[config.mk]
export PLATFORM = sky130hd
export DESIGN_NAME = mmio_uart_tx
export DESIGN_NICKNAME = d
export VERILOG_FILES = /design/src/rtl/mmio_uart_pkg.sv /design/src/rtl/mmio_uart_tx_sync_fifo.sv /design/src/rtl/mmio_uart_tx.sv
export SDC_FILE = /design/constraint.sdc
export NUM_CORES = 1
export LEC_CHECK = 0
export BUFFER_PORTS_ARGS = -buffer_cell sky130_fd_sc_hd__buf_2
export CAP_MARGIN = 20
export CORE_MARGIN = 4
export CORE_UTILIZATION = 50
export CTS_BUF_LIST = sky130_fd_sc_hd__clkbuf_8
export CTS_CLUSTER_SIZE = 20
export DETAILED_ROUTE_END_ITERATION = 10
export PLACE_DENSITY = 0.78
export SYNTH_ARGS = -nofsm -noshare
export SYNTH_HDL_FRONTEND = slang
export SYNTH_SLANG_ARGS = --single-unit
[constraint.sdc]
create_clock -name clk -period 2.7 [get_ports clk]
set_clock_uncertainty 0.15 [all_clocks]
set_input_delay 0.54 -clock clk [delete_from_list [all_inputs] [get_ports clk]]
set_output_delay 0.54 -clock clk [all_outputs]
set_load 0.01 [all_outputs]
[src/rtl/mmio_uart_pkg.sv]
// Shared definitions for the memory-mapped UART transmitter.
// Holds the serialiser state encoding, the register offsets inside the
// 8-byte window and the bit positions of the STATUS word.
package mmio_uart_pkg;

  typedef enum logic [1:0] {
    IDLE  = 2'd0,
    START = 2'd1,
    DATA  = 2'd2,
    STOP  = 2'd3
  } tx_state_t;

  localparam logic [2:0] TXDATA_OFS = 3'd0;
  localparam logic [2:0] STATUS_OFS = 3'd4;

  localparam int ST_ACTIVE   = 0;
  localparam int ST_EMPTY    = 1;
  localparam int ST_FULL     = 2;
  localparam int ST_OVERFLOW = 3;

endpackage

[src/rtl/mmio_uart_tx_sync_fifo.sv]
// Synchronous FIFO with first-word-fall-through output.
// Ports:
//   clk, reset     : clock and asynchronous active-high reset (control only)
//   push, din      : write request and data; accepted when not full, or when
//                    full but a pop happens on the same edge
//   pop, dout      : read request; dout always shows the current head
//   full, empty    : decoded from the registered occupancy count
module sync_fifo #(
  parameter int WIDTH = 8,
  parameter int DEPTH = 8
) (
  input  logic             clk,
  input  logic             reset,
  input  logic             push,
  input  logic             pop,
  input  logic [WIDTH-1:0] din,
  output logic [WIDTH-1:0] dout,
  output logic             full,
  output logic             empty
);

  localparam int AW = $clog2(DEPTH);
  localparam logic [AW:0] FULL_CNT = (AW+1)'(DEPTH);

  logic [WIDTH-1:0] mem [DEPTH];
  logic [AW-1:0]    wr_ptr;
  logic [AW-1:0]    rd_ptr;
  logic [AW:0]      count;
  logic             do_push;
  logic             do_pop;

  assign empty = (count == '0);
  assign full  = (count == FULL_CNT);

  // A pop on the same edge frees the slot being written, so a full FIFO
  // can still take a byte when it is drained at the same time.
  assign do_pop  = pop & ~empty;
  assign do_push = push & (~full | do_pop);

  assign dout = mem[rd_ptr];

  always_ff @(posedge clk or posedge reset) begin
    if (reset) begin
      wr_ptr <= '0;
      rd_ptr <= '0;
      count  <= '0;
    end else begin
      if (do_push) wr_ptr <= wr_ptr + AW'(1);
      if (do_pop)  rd_ptr <= rd_ptr + AW'(1);
      case ({do_push, do_pop})
        2'b10:   count <= count + (AW+1)'(1);
        2'b01:   count <= count - (AW+1)'(1);
        default: count <= count;
      endcase
    end
  end

  always_ff @(posedge clk) begin
    if (do_push) mem[wr_ptr] <= din;
  end

endmodule

[src/rtl/mmio_uart_tx.sv]
// Memory-mapped 8N1 UART transmitter sitting beside data memory.
// Ports:
//   clk, reset : system clock, asynchronous active-high reset
//   we, a, wd  : core store stream (MemWrite, DataAdr, WriteData)
//   rd         : register read data for the decoded address, 0 outside window
//   sel        : address falls inside the 8-byte register window
//   tx         : registered serial line, idle high
//   busy       : a frame is in flight or bytes are still queued
// Register window:
//   +0 TXDATA : write queues wd[7:0], reads 0
//   +4 STATUS : reads {28'b0, overflow, full, empty, active}; write clears overflow
module mmio_uart_tx
  import mmio_uart_pkg::*;
#(
  parameter logic [31:0] BASE_ADDR    = 32'hFFFF_FF00,
  parameter int          CLKS_PER_BIT = 16,
  parameter int          FIFO_DEPTH   = 8
) (
  input  logic        clk,
  input  logic        reset,
  input  logic        we,
  input  logic [31:0] a,
  input  logic [31:0] wd,
  output logic [31:0] rd,
  output logic        sel,
  output logic        tx,
  output logic        busy
);

  localparam int            CW       = (CLKS_PER_BIT > 1) ? $clog2(CLKS_PER_BIT) : 1;
  localparam logic [CW-1:0] CYC_LAST = CW'(CLKS_PER_BIT - 1);

  tx_state_t   state;
  logic [CW-1:0] cyc;
  logic [2:0]  bit_idx;
  logic [7:0]  shift;
  logic        overflow;
  logic        fifo_full;
  logic        fifo_empty;
  logic [7:0]  fifo_dout;
  logic        pop;
  logic        cyc_end;
  logic        push_req;
  logic        status_wr;
  logic [31:0] status;
  logic        unused_bits;

  assign unused_bits = ^{a[1:0], wd[31:8]};

  assign sel       = (a[31:3] == BASE_ADDR[31:3]);
  assign push_req  = we & sel & (a[2] == TXDATA_OFS[2]);
  assign status_wr = we & sel & (a[2] == STATUS_OFS[2]);

  assign cyc_end = (cyc == CYC_LAST);

  // The head byte is taken either from IDLE or at the last cycle of STOP,
  // the latter giving back-to-back frames with no idle gap.
  assign pop = ~fifo_empty & ((state == IDLE) | ((state == STOP) & cyc_end));

  sync_fifo #(
    .WIDTH (8),
    .DEPTH (FIFO_DEPTH)
  ) u_fifo (
    .clk   (clk),
    .reset (reset),
    .push  (push_req),
    .pop   (pop),
    .din   (wd[7:0]),
    .dout  (fifo_dout),
    .full  (fifo_full),
    .empty (fifo_empty)
  );

  always_comb begin
    status                = '0;
    status[ST_ACTIVE]     = (state != IDLE);
    status[ST_EMPTY]      = fifo_empty;
    status[ST_FULL]       = fifo_full;
    status[ST_OVERFLOW]   = overflow;
  end

  assign rd   = (sel && (a[2] == STATUS_OFS[2])) ? status : '0;
  assign busy = (state != IDLE) | ~fifo_empty;

  // A dropped byte and a clearing STATUS write on the same edge leave the
  // flag set, so software never misses a loss.
  always_ff @(posedge clk or posedge reset) begin
    if (reset) begin
      overflow <= 1'b0;
    end else if (push_req & fifo_full & ~pop) begin
      overflow <= 1'b1;
    end else if (status_wr) begin
      overflow <= 1'b0;
    end
  end

  // Shift register: loaded on pop, moved right at each bit boundary so that
  // bit 0 always holds the next data bit to drive.
  always_ff @(posedge clk) begin
    if (pop) begin
      shift <= fifo_dout;
    end else if (cyc_end && ((state == START) || (state == DATA))) begin
      shift <= {1'b0, shift[7:1]};
    end
  end

  always_ff @(posedge clk or posedge reset) begin
    if (reset) begin
      state   <= IDLE;
      tx      <= 1'b1;
      cyc     <= '0;
      bit_idx <= '0;
    end else begin
      case (state)
        IDLE: begin
          tx  <= 1'b1;
          cyc <= '0;
          if (!fifo_empty) begin
            tx    <= 1'b0;
            state <= START;
          end
        end
        START: begin
          if (cyc_end) begin
            cyc     <= '0;
            tx      <= shift[0];
            bit_idx <= '0;
            state   <= DATA;
          end else begin
            cyc <= cyc + CW'(1);
          end
        end
        DATA: begin
          if (cyc_end) begin
            cyc <= '0;
            if (bit_idx == 3'd7) begin
              tx    <= 1'b1;
              state <= STOP;
            end else begin
              tx      <= shift[0];
              bit_idx <= bit_idx + 3'd1;
            end
          end else begin
            cyc <= cyc + CW'(1);
          end
        end
        STOP: begin
          if (cyc_end) begin
            cyc <= '0;
            if (!fifo_empty) begin
              tx    <= 1'b0;
              state <= START;
            end else begin
              state <= IDLE;
            end
          end else begin
            cyc <= cyc + CW'(1);
          end
        end
        default: begin
          state <= IDLE;
          tx    <= 1'b1;
          cyc   <= '0;
        end
      endcase
    end
  end

endmodule
======== Yosys cells after proc, flatten, opt, wreduce, memory -nomap -nowiden ========
Memory sizes are Yosys's and may differ from the RTL's.
Cells that the tools add are included.
word-level totals
  flip-flop bits (word level) ............. 29
  memory bits (writable) .................. 64
  logic and storage cells ................. 90
  memories kept ........................... 1
  bits of input ports ..................... 67
cells by class
  bitwise operators ....................... 16
  eq/ne operators ......................... 16
  reductions and logical operators ........ 14
  $add $sub $neg .......................... 6
  mux-type cells .......................... 28
memories
  memory      depth  bits a word  read ports  clocked after Yosys merged registers in  write ports  RTL line                      source
  u_fifo.mem  8      8            1           0                                        1            mmio_uart_tx_sync_fifo.sv:25  logic [WIDTH-1:0] mem [DEPTH];
operators with widths
  operator                                                             count
  29-bit == test (second input constant)                               1
  8-bit two-way mux                                                    2
  4-bit one-hot mux with 2 select lines                                2
  2-bit != test (second input constant)                                6
  1-bit two-way mux                                                    11
  2-bit two-way mux                                                    5
  2-bit nonzero test                                                   5
  3-bit by 1-bit adder with 3-bit output (second input constant)       3
  1-bit bitwise AND                                                    9
  3-bit two-way mux                                                    3
  4-bit by 1-bit adder with 4-bit output (second input constant)       2
  4-bit == test (second input constant)                                2
  4-bit two-way mux                                                    2
  2-bit one-hot mux with 4 select lines                                1
  4-bit AND reduction                                                  2
  2-bit == test (second input constant)                                3
  3-bit one-hot mux with 2 select lines                                1
  5-bit AND reduction                                                  1
  2-bit by 1-bit == test with 1-bit output (second input constant)     2
  4-bit zero test                                                      1
  1-bit NOT                                                            4
  1-bit one-hot mux with 4 select lines                                1
  4-bit by 1-bit subtractor with 4-bit output (second input constant)  1
  3-bit == test (second input constant)                                1
  other kinds (6)                                                      9

======== Logic depth before layout (Yosys ltp) ========
  depth in word-level cells ............... 9
  depth in mapped cells ................... 12

======== By module ========
Synthesis repeated with hierarchy kept, for this count alone.
second synthesis, totals
  cell total of the unflattened synthesis .. 299
  area, all modules ....................... 4490.6 um^2
by module, submodules not included
  module        area each (um^2)  cells each  instances
  sync_fifo     3135.5            165         1
  mmio_uart_tx  1355.0            134         1

======== Worst setup path after synthesis ========
OpenSTA, ideal clock, no wires.
  kind .................................... input to register
  start point ............................. in a[23]
  end point ............................... reg u_fifo.count[3]
  buffers on the path ..................... 0
  path slack .............................. -243 ps
  library setup time ...................... 87 ps
  data arrival time ....................... 2707 ps
  cell stages on the path ................. 10
  path through ............................ nand4_1 nor4_2 and3_1 nand2b_1 inv_1 ha_1 a21o_1 a21oi_1 or4b_1 o211ai_1
between the ends
  longest elaborated chain between the ends .. 6
ends and longest elaborated chain
  what                                                                         RTL line                      source
  start, declared                                                              mmio_uart_tx.sv:22            input logic [31:0] a,
  29-bit == test *                                                             mmio_uart_tx.sv:50            assign sel = (a[31:3] == BASE_ADDR[31:3]);
  1-bit bitwise AND * (2 in series)                                            mmio_uart_tx.sv:51            assign push_req = we & sel & (a[2] == TXDATA_OFS[2]);
  1-bit bitwise AND *                                                          mmio_uart_tx_sync_fifo.sv:38  assign do_push = push & (~full | do_pop);
  2-bit by 1-bit == test with 1-bit output or 2-bit == test (tied branches)    mmio_uart_tx_sync_fifo.sv:50  case ({do_push, do_pop})
  4-bit one-hot mux with 2 select lines or 2-bit nonzero test (tied branches)  --
  end signal, assigned                                                         mmio_uart_tx_sync_fifo.sv:51  2'b10: count <= count + (AW+1)'(1);
  end signal, assigned                                                         mmio_uart_tx_sync_fifo.sv:52  2'b01: count <= count - (AW+1)'(1);
  end signal, assigned                                                         mmio_uart_tx_sync_fifo.sv:53  default: count <= count;
  end, declared                                                                mmio_uart_tx_sync_fifo.sv:28  logic [AW:0] count;
Every way passes the cells marked *; elsewhere a longest branch is shown, timed or not.
A chain may end at the register's enable or synchronous reset.

======== Worst setup path in the final report ========
  start point ............................. in a[3]
  end point ............................... out rd[0]
between the ends
  longest elaborated chain between the ends .. 3
ends and longest elaborated chain
  what               RTL line            source
  29-bit == test     mmio_uart_tx.sv:50
  1-bit logical AND  mmio_uart_tx.sv:82  assign rd = (sel && (a[2] == STATUS_OFS[2])) ? status : '0;
  4-bit two-way mux  mmio_uart_tx.sv:82
  end, declared      mmio_uart_tx.sv:24  output logic [31:0] rd,
Every way passes these cells.

==> impl_metrics.py <==
metrics = {
    "status": {
        "outcome": "finished clean",
    },
    "yosys": {
        "syn_inst": 300,
        "synth_cell_types": 48,
        "async_flop_share_pct": 22.6,
        "avgSynthCellArea_sq_um": 14.6,
        "netlist_area_sq_um": 4380,
        "synth_ff_type": "edfxtp_1",
        "synth_edf_count": 72,
        "ys_ff_latch": 93,
        "synth_seq_area_share_pct": 61.4,
        "ys.warnings.count": 0,
    },
    "route": {
        "ant_nets": 0,
        "drt-initial-drc-count": 93,
        "first_pass_iters": 4,
        "via_per_inst": 5.30,
        "vias": 2545,
        "drcViolationCount": 0,
        "wire_per_inst_microns": 16.7,
        "routed_wirelength_mm": 8.02,
    },
    "layout": {
        "n_antenna_cell": 0,
        "final_cell_mix": "edfxtp_1, buf_2, conb_1",
        "final_area_sq_um": 5030,
        "areaGrowthSynthToFinish_pct": 14.8,
        "layout_commonest_cell": "edfxtp_1",
        "fin_nets": 450,
        "drive_above_1_share_pct": 32.5,
        "fill_cells": 624,
        "stdcell_count": 480,
        "utilization_pct": 60.0,
    },
    "grt": {
        "grt_pass1_wl_mm": 12.8,
        "grt_antenna_before_repair": 0,
        "grt_max_degree": 22,
        "overflow": 0,
        "track_usage_pct": 16.5,
        "grt_pass1_vias": 2610,
    },
    "sta": {
        "max_freq_mhz": 388,
        "worst_slew_pin_slew_ns": 0.862,
        "slew_viol_final": 0,
        "hold_viol": 0,
        "min_period_over_period_pct": 95.4,
        "max_slew_margin_pct": 42.5,
        "period_needed_ns": 2.57,
        "setup-violations-final": 0,
    },
    "die": {
        "boundaryPins": 102,
        "die_w_microns": 102,
        "die_height_microns": 102,
        "core_sq_um": 8380,
        "placementRows": 33,
        "dieArea_sq_um": 10300,
        "start_util_pct": 52.2,
    },
    "clocking": {
        "cts_buffer_depth": 2,
        "tritoncts": "built",
        "cts-root-buf": "clkbuf_8",
        "worstSkewPairLatency_ns": 0.36,
        "h-tree-depth": 3,
        "cts_sinks": 93,
        "cts.reportedPaths.clkPinSlew_ns": 0.11,
        "cts_inserted_buffers": 9,
        "cts.repair.resized": 0,
        "hold_buffers": 0,
        "post_cts_buffers": 0,
    },
    "setup_path": {
        "slowest_stage": "nor4_2",
        "crit_fanout": 3,
        "critPathRequiredTime_ns": 2.01,
        "max_stage_delay_ns": 0.33,
        "critical_path.cell_chain": "buf_2 -> nor4_2 -> buf_4 -> and4bb_2 -> and2_1 -> nand2_1 -> nor2_1 -> buf_2",
        "arrival_ns": 1.88,
        "worst-setup-path-type": "in2out",
        "r2r_start": "state[0]$_DFFE_PP0P_",
        "end_kind": "output port",
        "crit_start": "a[3]",
        "startpoint_type": "primary input",
        "cpMostUsedCell": "buf_2",
    },
    "pwr": {
        "p_switching_uw": 611,
        "sequentialPowerShare_pct": 60.4,
        "combPwrFrac_pct": 2.9,
        "p_int_mw": 1.94,
        "p_leak_nw": 1.95,
        "powerDensity_nw_per_um2": 507,
        "clock_power_share_pct": 36.8,
        "switching_share_pct": 23.9,
        "ir_drop_v": 0.000422,
    },
    "min_path": {
        "min_path_type": "in2async",
    },
    "placement": {
        "placed_cell_area_sq_um": 4800,
        "io_buffers": 47,
        "dp_cells": 464,
        "dpl.hpwl_mm": 5.65,
        "place_congestion": 0.790,
    },
    "job": {
        "maxCapViolCount": 0,
    },
}
## path summary, 6_finish.rpt
check | slack, ns | cells after the start | to
max in group asynchronous | 1.68 | 2 | u_fifo.wr_ptr[0]$_DFFE_PP0P_
setup reg to reg | 0.16 | 10 | u_fifo.count[3]$_DFFE_PP0P_
hold / removal | 0.19 | 2 | overflow$_DFFE_PP0P_
setup / recovery | 0.13 | 8 | rd[0]
hold reg to reg | 0.36 | 1 | cyc[0]$_DFF_PP0_
min in group clk | 0.28 | 1 | u_fifo.mem[3][5]$_DFFE_PP_
## Yosys cell counts, types with 2 or more instances
master / n / area, sq um
a31oi_1: 4 / 25.0
or4b_1: 2 / 20.0
nand4_1: 8 / 50.1
o21ai_0: 6 / 30.0
inv_1: 8 / 30.0
nand2b_1: 5 / 31.3
dfrtp_1: 20 / 500
nand2_1: 16 / 60.1
nor2_1: 23 / 86.3
ha_1: 12 / 150
xnor2_1: 6 / 52.6
clkbuf_1: 3 / 11.3
a21o_1: 2 / 15.0
buf_4: 28 / 210
o22a_1: 2 / 17.5
a21oi_1: 11 / 55.1
mux4_2: 16 / 360
nor2b_1: 3 / 18.8
nor3_1: 5 / 25.0
and3_1: 5 / 31.3
a22o_1: 3 / 26.3
buf_1: 2 / 7.51
mux2i_1: 10 / 100
buf_2: 3 / 15.0
mux2_2: 3 / 33.8
edfxtp_1: 72 / 2160
## metrics by stage
step / hold slack (ns) / TNS, ns / power, mW / worst slack, ns
floorplan: 0.309 / -0.0237 / 1.63 / -0.0237
global placement: 0.336 / -0.0970 / 1.64 / -0.0970
detailed placement: 0.340 / -0.204 / 1.64 / -0.202
CTS: 0.212 / 0 / 2.57 / 0.0753
global route: 0.265 / -0.0113 / 2.64 / -0.00545
finish: 0.186 / 0 / 2.55 / 0.125
## power by group through the flow
stage / clock [mW] / sequential, mW / combinational, mW
after CTS: 0.958 / 1.54 / 0.0726
after detailed placement: 0 / 1.57 / 0.0724
final: 0.937 / 1.54 / 0.0736
after global placement: 0 / 1.57 / 0.0694
after floorplan: 0 / 1.57 / 0.0569
after global routing: 1.02 / 1.54 / 0.0838
## logic make-up after synthesis
| logic type | count (synthesis) | synth area share [%] |
|---|---|---|
| XOR/XNOR | 6 | 1.20 |
| adder cells (fa/ha/maj) | 13 | 3.89 |
| AND/OR/NAND/NOR | 77 | 9.63 |
| buffers and inverters | 45 | 6.51 |
| AO/OA/AOI/OAI | 34 | 5.14 |
| flip-flops | 93 | 61.4 |
| multiplexers | 31 | 12.1 |
| other | 1 | 0.0856 |
## layout make-up
| type | count | area, sq um | area share [%] |
|---|---|---|---|
| inverters | 8 | 32.5 | 0.647 |
| multi-input cells | 189 | 1560 | 31.1 |
| repair buffers | 69 | 400 | 7.96 |
| clock inverters | 7 | 88.8 | 1.77 |
| well taps | 105 | 131 | 2.61 |
| clock buffers | 9 | 124 | 2.46 |
| flip-flops and latches | 93 | 2690 | 53.5 |
## worst max-delay path, delay by kind of cell
kind / cells / cell delay (ns)
simple gates: 5 / 0.94
buf+inv: 3 / 0.40
## layer usage
layer	share of wire, %	vias to the layer above	track usage, %	wire [microns]
li1	-	1219	-	-
met1	43	1258	20.9	3480
met2	51	61	28.7	4120
met3	4.2	7	3.10	333
met4	1.0	0	5.11	84
met5	0	-	0	0
## state kept, by name, summed over array words and instances, names as in the netlist
name / count
tx: 1
bit_idx: 3
u_fifo.rd_ptr: 3
u_fifo.wr_ptr: 3
overflow: 1
u_fifo.count: 4
u_fifo.mem: 64
state: 2
cyc: 4
shift: 8
Power figures use the tool's default switching activity.
